**src/rtl/seg_pkg.sv**
```systemverilog
// Shared constants for the multiplexed seven-segment scan driver:
// segment bit order, the blank pattern and the hex glyph table (all active-low).
package seg_pkg;

    localparam int SEG_A  = 0;
    localparam int SEG_B  = 1;
    localparam int SEG_C  = 2;
    localparam int SEG_D  = 3;
    localparam int SEG_E  = 4;
    localparam int SEG_F  = 5;
    localparam int SEG_G  = 6;
    localparam int SEG_DP = 7;

    localparam logic [7:0] SEG_OFF = 8'hFF;

    // Index 0 is the rightmost element: HEX_SEG[n] is the glyph for nibble n.
    localparam logic [15:0][7:0] HEX_SEG = {
        8'h8E, 8'h86, 8'hA1, 8'hC6, 8'h83, 8'h88, 8'h90, 8'h80,
        8'hF8, 8'h82, 8'h92, 8'h99, 8'hB0, 8'hA4, 8'hF9, 8'hC0
    };

endpackage

```
**src/rtl/seg_scan_driver_if.sv**
```systemverilog
// Display-side bus of the scan driver: shadow inputs, brightness and the
// multiplexed digit/segment outputs.
interface seg_scan_driver_if #(
    parameter int NUM_DIGITS = 8
);
    logic                       mode;
    logic                       load;
    logic [NUM_DIGITS-1:0][3:0] hex_in;
    logic [NUM_DIGITS-1:0][7:0] raw_in;
    logic [NUM_DIGITS-1:0]      dp_in;
    logic [NUM_DIGITS-1:0]      blank_in;
    logic [NUM_DIGITS-1:0]      blink_in;
    logic [2:0]                 bright;
    logic [NUM_DIGITS-1:0]      seg_en;
    logic [7:0]                 seg_out;
    logic                       frame_done;

    modport master (
        output mode, load, hex_in, raw_in, dp_in, blank_in, blink_in, bright,
        input  seg_en, seg_out, frame_done
    );

    modport slave (
        input  mode, load, hex_in, raw_in, dp_in, blank_in, blink_in, bright,
        output seg_en, seg_out, frame_done
    );
endinterface

```
**src/rtl/seg_hex_decode.sv**
```systemverilog
// Nibble to active-low seven-segment glyph; an active-high dp lights the point.
module seg_hex_decode
    import seg_pkg::*;
(
    input  logic [3:0] nibble,
    input  logic       dp,
    output logic [7:0] seg
);
    always_comb begin
        seg = HEX_SEG[nibble];
        if (dp) seg[SEG_DP] = 1'b0;
    end
endmodule

```
**src/rtl/seg_scan_driver.sv**
```systemverilog
// Time-multiplexed seven-segment driver: slot/digit scan, frame-synchronous
// shadow-to-active update, dead-time, PWM brightness and blinking.
module seg_scan_driver
    import seg_pkg::*;
#(
    parameter int NUM_DIGITS   = 8,
    parameter int SCAN_DIV     = 100000,
    parameter int BLANK_CYC    = 16,
    parameter int BLINK_FRAMES = 64
) (
    input logic             clk,
    input logic             rst,
    seg_scan_driver_if.slave bus
);
    localparam int SLOT_W = $clog2(SCAN_DIV);
    localparam int IDX_W  = (NUM_DIGITS > 1) ? $clog2(NUM_DIGITS) : 1;
    localparam int BLK_W  = $clog2(2 * BLINK_FRAMES);
    localparam int DUTY_W = SLOT_W + 4;

    localparam logic [SLOT_W-1:0] SLOT_LAST = SLOT_W'(SCAN_DIV - 1);
    localparam logic [SLOT_W-1:0] BLANK_END = SLOT_W'(BLANK_CYC);
    localparam logic [IDX_W-1:0]  IDX_LAST  = IDX_W'(NUM_DIGITS - 1);
    localparam logic [BLK_W-1:0]  BLK_LAST  = BLK_W'(2 * BLINK_FRAMES - 1);
    localparam logic [BLK_W-1:0]  BLK_HALF  = BLK_W'(BLINK_FRAMES);
    localparam logic [DUTY_W-1:0] LIT_SPAN  = DUTY_W'(SCAN_DIV - BLANK_CYC);

    logic [SLOT_W-1:0] slot_cnt;
    logic [IDX_W-1:0]  idx;
    logic [BLK_W-1:0]  blk_cnt;
    logic              pending;

    logic                       mode_sh,  mode_act;
    logic [NUM_DIGITS-1:0][3:0] hex_sh,   hex_act;
    logic [NUM_DIGITS-1:0][7:0] raw_sh,   raw_act;
    logic [NUM_DIGITS-1:0]      dp_sh,    dp_act;
    logic [NUM_DIGITS-1:0]      blank_sh, blank_act;
    logic [NUM_DIGITS-1:0]      blink_sh, blink_act;

    logic [NUM_DIGITS-1:0] en_q;
    logic [7:0]            seg_q;
    logic                  done_q;

    logic              slot_wrap, boundary, blink_off, lit;
    logic [DUTY_W-1:0] phase8, duty_lim;
    logic [7:0]        hex_seg, cur_seg;

    assign slot_wrap = (slot_cnt == SLOT_LAST);
    assign boundary  = slot_wrap && (idx == IDX_LAST);
    assign blink_off = (blk_cnt >= BLK_HALF);

    // Duty compare done as p*8 < span*(bright+1) to avoid a divider;
    // DUTY_W leaves headroom for span*8 at any legal SCAN_DIV.
    assign phase8   = DUTY_W'(slot_cnt - BLANK_END) << 3;
    assign duty_lim = LIT_SPAN * DUTY_W'({1'b0, bus.bright} + 4'd1);

    seg_hex_decode u_dec (
        .nibble (hex_act[idx]),
        .dp     (dp_act[idx]),
        .seg    (hex_seg)
    );

    assign cur_seg = mode_act ? raw_act[idx] : hex_seg;

    assign lit = !blank_act[idx]
              && !(blink_act[idx] && blink_off)
              && (slot_cnt >= BLANK_END)
              && (phase8 < duty_lim);

    always_ff @(posedge clk) begin
        if (!rst) begin
            slot_cnt  <= '0;
            idx       <= '0;
            blk_cnt   <= '0;
            pending   <= 1'b0;
            mode_sh   <= 1'b0;
            hex_sh    <= '0;
            raw_sh    <= '0;
            dp_sh     <= '0;
            blank_sh  <= '0;
            blink_sh  <= '0;
            mode_act  <= 1'b0;
            hex_act   <= '0;
            raw_act   <= '0;
            dp_act    <= '0;
            blank_act <= '1;
            blink_act <= '0;
            en_q      <= '1;
            seg_q     <= SEG_OFF;
            done_q    <= 1'b0;
        end else begin
            slot_cnt <= slot_wrap ? '0 : slot_cnt + 1'b1;
            if (slot_wrap) idx <= (idx == IDX_LAST) ? '0 : idx + 1'b1;
            if (boundary)  blk_cnt <= (blk_cnt == BLK_LAST) ? '0 : blk_cnt + 1'b1;

            if (bus.load) begin
                mode_sh  <= bus.mode;
                hex_sh   <= bus.hex_in;
                raw_sh   <= bus.raw_in;
                dp_sh    <= bus.dp_in;
                blank_sh <= bus.blank_in;
                blink_sh <= bus.blink_in;
            end

            // A load landing on the boundary itself rolls over to the next frame.
            if (boundary && pending) begin
                mode_act  <= mode_sh;
                hex_act   <= hex_sh;
                raw_act   <= raw_sh;
                dp_act    <= dp_sh;
                blank_act <= blank_sh;
                blink_act <= blink_sh;
                pending   <= bus.load;
            end else if (bus.load) begin
                pending <= 1'b1;
            end

            en_q   <= lit ? ~(NUM_DIGITS'(1) << idx) : '1;
            seg_q  <= lit ? cur_seg : SEG_OFF;
            done_q <= boundary;
        end
    end

    assign bus.seg_en     = en_q;
    assign bus.seg_out    = seg_q;
    assign bus.frame_done = done_q;

endmodule

```
**src/flat_wrapper.sv**
```systemverilog
// flat-port wrapper written by rule: the top's interface ports become plain ports
module seg_scan_driver_flat import seg_pkg::*;
#(
    parameter int NUM_DIGITS   = 8,
    parameter int SCAN_DIV     = 100000,
    parameter int BLANK_CYC    = 16,
    parameter int BLINK_FRAMES = 64
)
  (clk, rst, bus_mode, bus_load, bus_hex_in, bus_raw_in, bus_dp_in, bus_blank_in, bus_blink_in, bus_bright, bus_seg_en, bus_seg_out, bus_frame_done);
  seg_scan_driver_if #(.NUM_DIGITS(NUM_DIGITS)) bus_i ();
  input logic clk;
  input logic rst;
  input wire logic [$bits(bus_i.mode)-1:0] bus_mode;
  input wire logic [$bits(bus_i.load)-1:0] bus_load;
  input wire logic [$bits(bus_i.hex_in)-1:0] bus_hex_in;
  input wire logic [$bits(bus_i.raw_in)-1:0] bus_raw_in;
  input wire logic [$bits(bus_i.dp_in)-1:0] bus_dp_in;
  input wire logic [$bits(bus_i.blank_in)-1:0] bus_blank_in;
  input wire logic [$bits(bus_i.blink_in)-1:0] bus_blink_in;
  input wire logic [$bits(bus_i.bright)-1:0] bus_bright;
  output wire logic [$bits(bus_i.seg_en)-1:0] bus_seg_en;
  output wire logic [$bits(bus_i.seg_out)-1:0] bus_seg_out;
  output wire logic [$bits(bus_i.frame_done)-1:0] bus_frame_done;
  assign bus_i.mode = bus_mode;
  assign bus_i.load = bus_load;
  assign bus_i.hex_in = bus_hex_in;
  assign bus_i.raw_in = bus_raw_in;
  assign bus_i.dp_in = bus_dp_in;
  assign bus_i.blank_in = bus_blank_in;
  assign bus_i.blink_in = bus_blink_in;
  assign bus_i.bright = bus_bright;
  assign bus_seg_en = bus_i.seg_en;
  assign bus_seg_out = bus_i.seg_out;
  assign bus_frame_done = bus_i.frame_done;
  seg_scan_driver #(.NUM_DIGITS(NUM_DIGITS), .SCAN_DIV(SCAN_DIV), .BLANK_CYC(BLANK_CYC), .BLINK_FRAMES(BLINK_FRAMES)) u_core (.clk(clk), .rst(rst), .bus(bus_i));
endmodule
```
**config.mk**
```make
export PLATFORM = sky130hd
export DESIGN_NAME = seg_scan_driver_flat
export DESIGN_NICKNAME = d
export VERILOG_FILES = /design/src/rtl/seg_pkg.sv /design/src/rtl/seg_scan_driver_if.sv /design/src/rtl/seg_hex_decode.sv /design/src/rtl/seg_scan_driver.sv /design/src/flat_wrapper.sv
export SDC_FILE = /design/constraint.sdc
export NUM_CORES = 1
export LEC_CHECK = 0
export ABC_AREA = 1
export BUFFER_PORTS_ARGS = -buffer_cell sky130_fd_sc_hd__buf_2
export CAP_MARGIN = 20
export CORE_ASPECT_RATIO = 1.25
export CORE_UTILIZATION = 45
export DETAILED_ROUTE_END_ITERATION = 6
export PLACE_DENSITY = 0.65
export SYNTH_ARGS = -nofsm -noshare
export SYNTH_HDL_FRONTEND = slang
export SYNTH_HIERARCHICAL = 1
export SYNTH_SLANG_ARGS = --single-unit
```
**constraint.sdc**
```tcl
create_clock -name clk -period 6.1 [get_ports clk]
set_input_delay 0 -clock clk [delete_from_list [all_inputs] [get_ports clk]]
set_output_delay 0 -clock clk [all_outputs]
set_load 0.01 [all_outputs]
```
==> results by stage <==
Placement:
- The worst-case setup slack after placement is 2.14 ns.
- After legalization and detailed placement, the total HPWL measured 21600 um.
- Buffers placed on the I/O ports in this run total 143.
- In this run the cell area measured after placement is 0.0139 mm^2.
- The placer congestion estimate is 0.811.

Worst setup path:
- The number of buffers and inverters on the critical path is 4.
- The critical path in this run is classified as reg -> reg.
- The data required time of the worst path is 6.50 ns.
- The signal on the critical path passes through ha_1 > ha_1 > inv_1 > nor2_4 > buf_4 > buf_4 > inv_1 > a21oi_1 > nor2_1.
- The sort of element at the end of the critical path is a register.
- STA classifies the critical path startpoint as a register.
- The largest single stage delay on the critical path is 0.69 ns.
- The kind of cell adding the most delay to the critical path is buffers and inverters.
- In this run the worst path has a maximum fanout of 60.
- The slowest stage cell on the critical path is sky130_fd_sc_hd__dfxtp_2.
- The data arrival time at the worst-slack endpoint is 4.01 ns.

GRT:
- The first global-routing pass estimated 58500 um of wire.
- Entering global routing, the biggest net connects 123 pins.
- In the global route stage, overall resource usage came out at 23.8%.
- The via count of the first global-routing pass is 12100.
- The number of antenna violations at the first check in global routing came to 0.
- The remaining global-route overflow is 0.

Timing:
- The total count of max-transition violations in the final report is 0.
- The timing-limited maximum frequency is 277 MHz.
- Setup total negative slack on the finished layout was measured at 0 ns.
- For the finished layout, the period the worst path requires is 3.61 ns.
- In the post-route analysis, the smallest setup slack over all paths is 2.49 ns.
- Setup repair after global routing left no endpoint under its margin.
- The portion of the clock cycle consumed by the worst path in the final layout is 59.1%.
- The headroom to the max-slew limit is 25.7%.
- The number of hold violations in the final report is 0.
- The number of setup violations in the final report is 0.
- Clock skew on the completed layout was measured at 0.00725 ns.
- The slew of the pin with the lowest slew margin is 1.11 ns.

Die:
- The core area is 0.0286 mm^2.
- The floorplan step defined a die boundary enclosing 0.0299 mm^2.
- The starting density of the core is 46.0%.
- The number of standard-cell rows in the floorplan is 69.
- 144 I/O pins were placed.
- The overall die width is 155 um.
- The vertical die dimension is 193 um.

Clock network:
- The buffers inserted during post-CTS setup optimization is 0.
- The library cell used as clock root buffer is sky130_fd_sc_hd__clkbuf_16.
- The H-tree level count is 1.
- The clock input transition at the sequential cells of the worst setup and hold paths is 0.06 ns.
- TritonCTS built the clock tree.
- The number of buffers inserted during clock tree synthesis is 29.
- The insertion delay to the later sink of the worst-skew pair is 0.55 ns.
- The number of buffers on the longest clock path is 3.
- Counting every sink on the clock net gives 287.

Synthesis:
- Each instance of the synthesized netlist takes up on average 7.20 um^2.
- The number of library cell types mapped by synthesis is 37.
- The total of flip-flops plus latches after synthesis is 287.
- Of the synthesized area, sequential elements account for 43.7%.
- The number of instances in the synthesized netlist is 1825.
- The cell area after synthesis is 0.0131 mm^2.
- The number of nets handed over by synthesis was 1998.
- The number of enable flip-flop cells after synthesis is 0.
- Among all flip-flop cells after synthesis, the most frequent one is sky130_fd_sc_hd__dfxtp_1.
- The fraction of registers with async set/reset is 0%.
- The synthesis warning total is 6.

Status:
- The run finished with clean final reports.

Hold path:
- The path class of the tightest hold or removal check is in -> reg.

Final layout:
- The final instance area is 0.0167 mm^2.
- The count of antenna diodes in the layout is 0.
- Cells fill 58.4% of the core in the end.
- The number of nets in the finished design is 2243.
- The area growth from synthesis to layout is 27.0%.
- The post-route netlist has 11.8% of its cells at a drive strength greater than 1.

Route:
- The number of detailed-routing iterations run before antenna repair is 5.
- Using the TritonRoute via totals, the vias-per-cell ratio works out to 5.12.
- In the final routed layout, each cell accounts on average for 14.5 um.
- In the routed design, unresolved DRC markers number 0.
- The via total after detailed routing is 12700.
- The count of nets left with antenna violations once routing finished came out at 0.
- The overall routed net length is 36000 um.
- The violation count after the first detailed-routing iteration is 729.

Power and ir drop:
- The worst-case vdd ir drop is 210 uV.
- Power spread over the standard cell area amounts to 249 mW/mm^2.
- The cell leakage power is 0.00678 uW.

Run:
- The tool flagged a number of max-cap violations equal to 0.
## where the power goes
group	switching [uW]	internal, uW	leakage [uW]	total [uW]
logic	196	183	0.00396	379
clock network	733	1080	0.000471	1810
registers	37.9	1930	0.00235	1970
## layout by cell type (no fill, tap or decap), types with 9 or more instances in the layout
cell and count:
sky130_fd_sc_hd__buf_2 141, sky130_fd_sc_hd__nand3_2 23, sky130_fd_sc_hd__xor2_1 18, sky130_fd_sc_hd__buf_4 15, sky130_fd_sc_hd__o21ai_0 187, sky130_fd_sc_hd__clkbuf_16 29, sky130_fd_sc_hd__ha_1 46, sky130_fd_sc_hd__nor3_1 10
sky130_fd_sc_hd__nand3_1 152, sky130_fd_sc_hd__nand2_1 286, sky130_fd_sc_hd__nor2_1 401, sky130_fd_sc_hd__clkbuf_1 9, sky130_fd_sc_hd__dfxtp_1 285, sky130_fd_sc_hd__dlygate4sd3_1 183, sky130_fd_sc_hd__inv_1 65, sky130_fd_sc_hd__o22ai_1 15
sky130_fd_sc_hd__nand4_1 10, sky130_fd_sc_hd__a21oi_1 147
## cell usage after synthesis, types with 2 or more instances
master | instances | area share, %
sky130_fd_sc_hd__nand3b_1 | 2 | 0.11
sky130_fd_sc_hd__buf_6 | 6 | 0.51
sky130_fd_sc_hd__inv_2 | 5 | 0.14
sky130_fd_sc_hd__o21a_1 | 2 | 0.11
sky130_fd_sc_hd__nor3_1 | 10 | 0.38
sky130_fd_sc_hd__nor4_1 | 3 | 0.14
sky130_fd_sc_hd__xnor2_1 | 8 | 0.53
sky130_fd_sc_hd__nand3_2 | 23 | 1.8
sky130_fd_sc_hd__o21ai_1 | 2 | 0.076
sky130_fd_sc_hd__buf_1 | 5 | 0.14
sky130_fd_sc_hd__ha_1 | 46 | 4.4
sky130_fd_sc_hd__a31oi_1 | 5 | 0.24
sky130_fd_sc_hd__nor2_2 | 2 | 0.095
sky130_fd_sc_hd__nor2_4 | 3 | 0.26
sky130_fd_sc_hd__nor3b_1 | 3 | 0.17
sky130_fd_sc_hd__buf_4 | 5 | 0.29
sky130_fd_sc_hd__o22ai_1 | 15 | 0.71
sky130_fd_sc_hd__xor2_1 | 18 | 1.2
sky130_fd_sc_hd__dfxtp_1 | 287 | 44
sky130_fd_sc_hd__inv_1 | 66 | 1.9
sky130_fd_sc_hd__buf_2 | 32 | 1.2
sky130_fd_sc_hd__nor2_1 | 401 | 11
sky130_fd_sc_hd__a21oi_2 | 8 | 0.53
sky130_fd_sc_hd__a21oi_1 | 147 | 5.6
sky130_fd_sc_hd__nand4_1 | 10 | 0.48
sky130_fd_sc_hd__clkbuf_1 | 77 | 2.2
sky130_fd_sc_hd__o21ai_0 | 187 | 7.1
sky130_fd_sc_hd__nand2_1 | 286 | 8.2
sky130_fd_sc_hd__nand3_1 | 152 | 5.8
sky130_fd_sc_hd__o211ai_1 | 2 | 0.11
## layer usage
layer	vias to the layer above	global-route usage [%]	routed length [um]
met3	46	2.86	1440
li1	6482	-	-
met5	-	0	0
met4	0	6.25	584
met2	263	43.0	17800
met1	5901	29.9	16200
## per-stage QoR
step                      std cells  total power (uW)  hold slack [ns]
after global placement         2245              2290            0.221
after detailed placement       2245              2290            0.226
after global routing           2481              4320           0.0610
after CTS                      2480              4190          0.00157
after floorplan                1825              2190            0.135
final                          2481              4160           0.0631
## worst min-delay path, stage by stage
cell                     delay, ns
sky130_fd_sc_hd__buf_4        0.10
sky130_fd_sc_hd__inv_4        0.14
sky130_fd_sc_hd__nor2_1       0.21
sky130_fd_sc_hd__nor2_1       0.07
## timing repair
action	4_1_cts	5_1_grt
endpoints found under the hold margin	126	0
resized for setup	0	0
hold buffers	183	0
## area by class of cell
cell class              instances  area [um^2]
flip-flops and latches        287         5750
inverters                      71          272
multi-input cells            1342         6560
repair buffers                339         2650
well taps                     390          488
clock inverters                 8          125
fillers                      2693        11900
clock buffers                  44          842
## path summary, 6_finish.rpt
kind / from / endpoint / slack [ns] / cells after the start
max: u_core/idx[0]$_SDFFE_PN0N_ / u_core/pending$_SDFFE_PN0P_ / 2.49 / 9
max reg2reg: u_core/idx[0]$_SDFFE_PN0N_ / u_core/pending$_SDFFE_PN0P_ / 2.49 / 9
min: bus_load / u_core/dp_sh[2]$_SDFFE_PN0P_ / 0.06 / 4
min reg2reg: u_core/raw_act[59]$_SDFFE_PN0P_ / u_core/raw_act[59]$_SDFFE_PN0P_ / 0.46 / 2
## sequential cells by signal (all words and copies together), names as in the netlist, 17 cells and up
signal and cells:
u_core/raw_sh 64, u_core/hex_act 32, u_core/slot_cnt 17, u_core/raw_act 64
u_core/hex_sh 32
## kinds of logic after synthesis
kind of cell | Yosys count | synth area share (%)
simple gates | 900 | 29.2
xor+xnor | 26 | 1.73
buf+inv | 196 | 6.39
compound gates | 369 | 14.6
fa+ha+maj | 46 | 4.38
flops | 287 | 43.7
other cells | 1 | 0.0285
(Power assumes the default switching activity.)
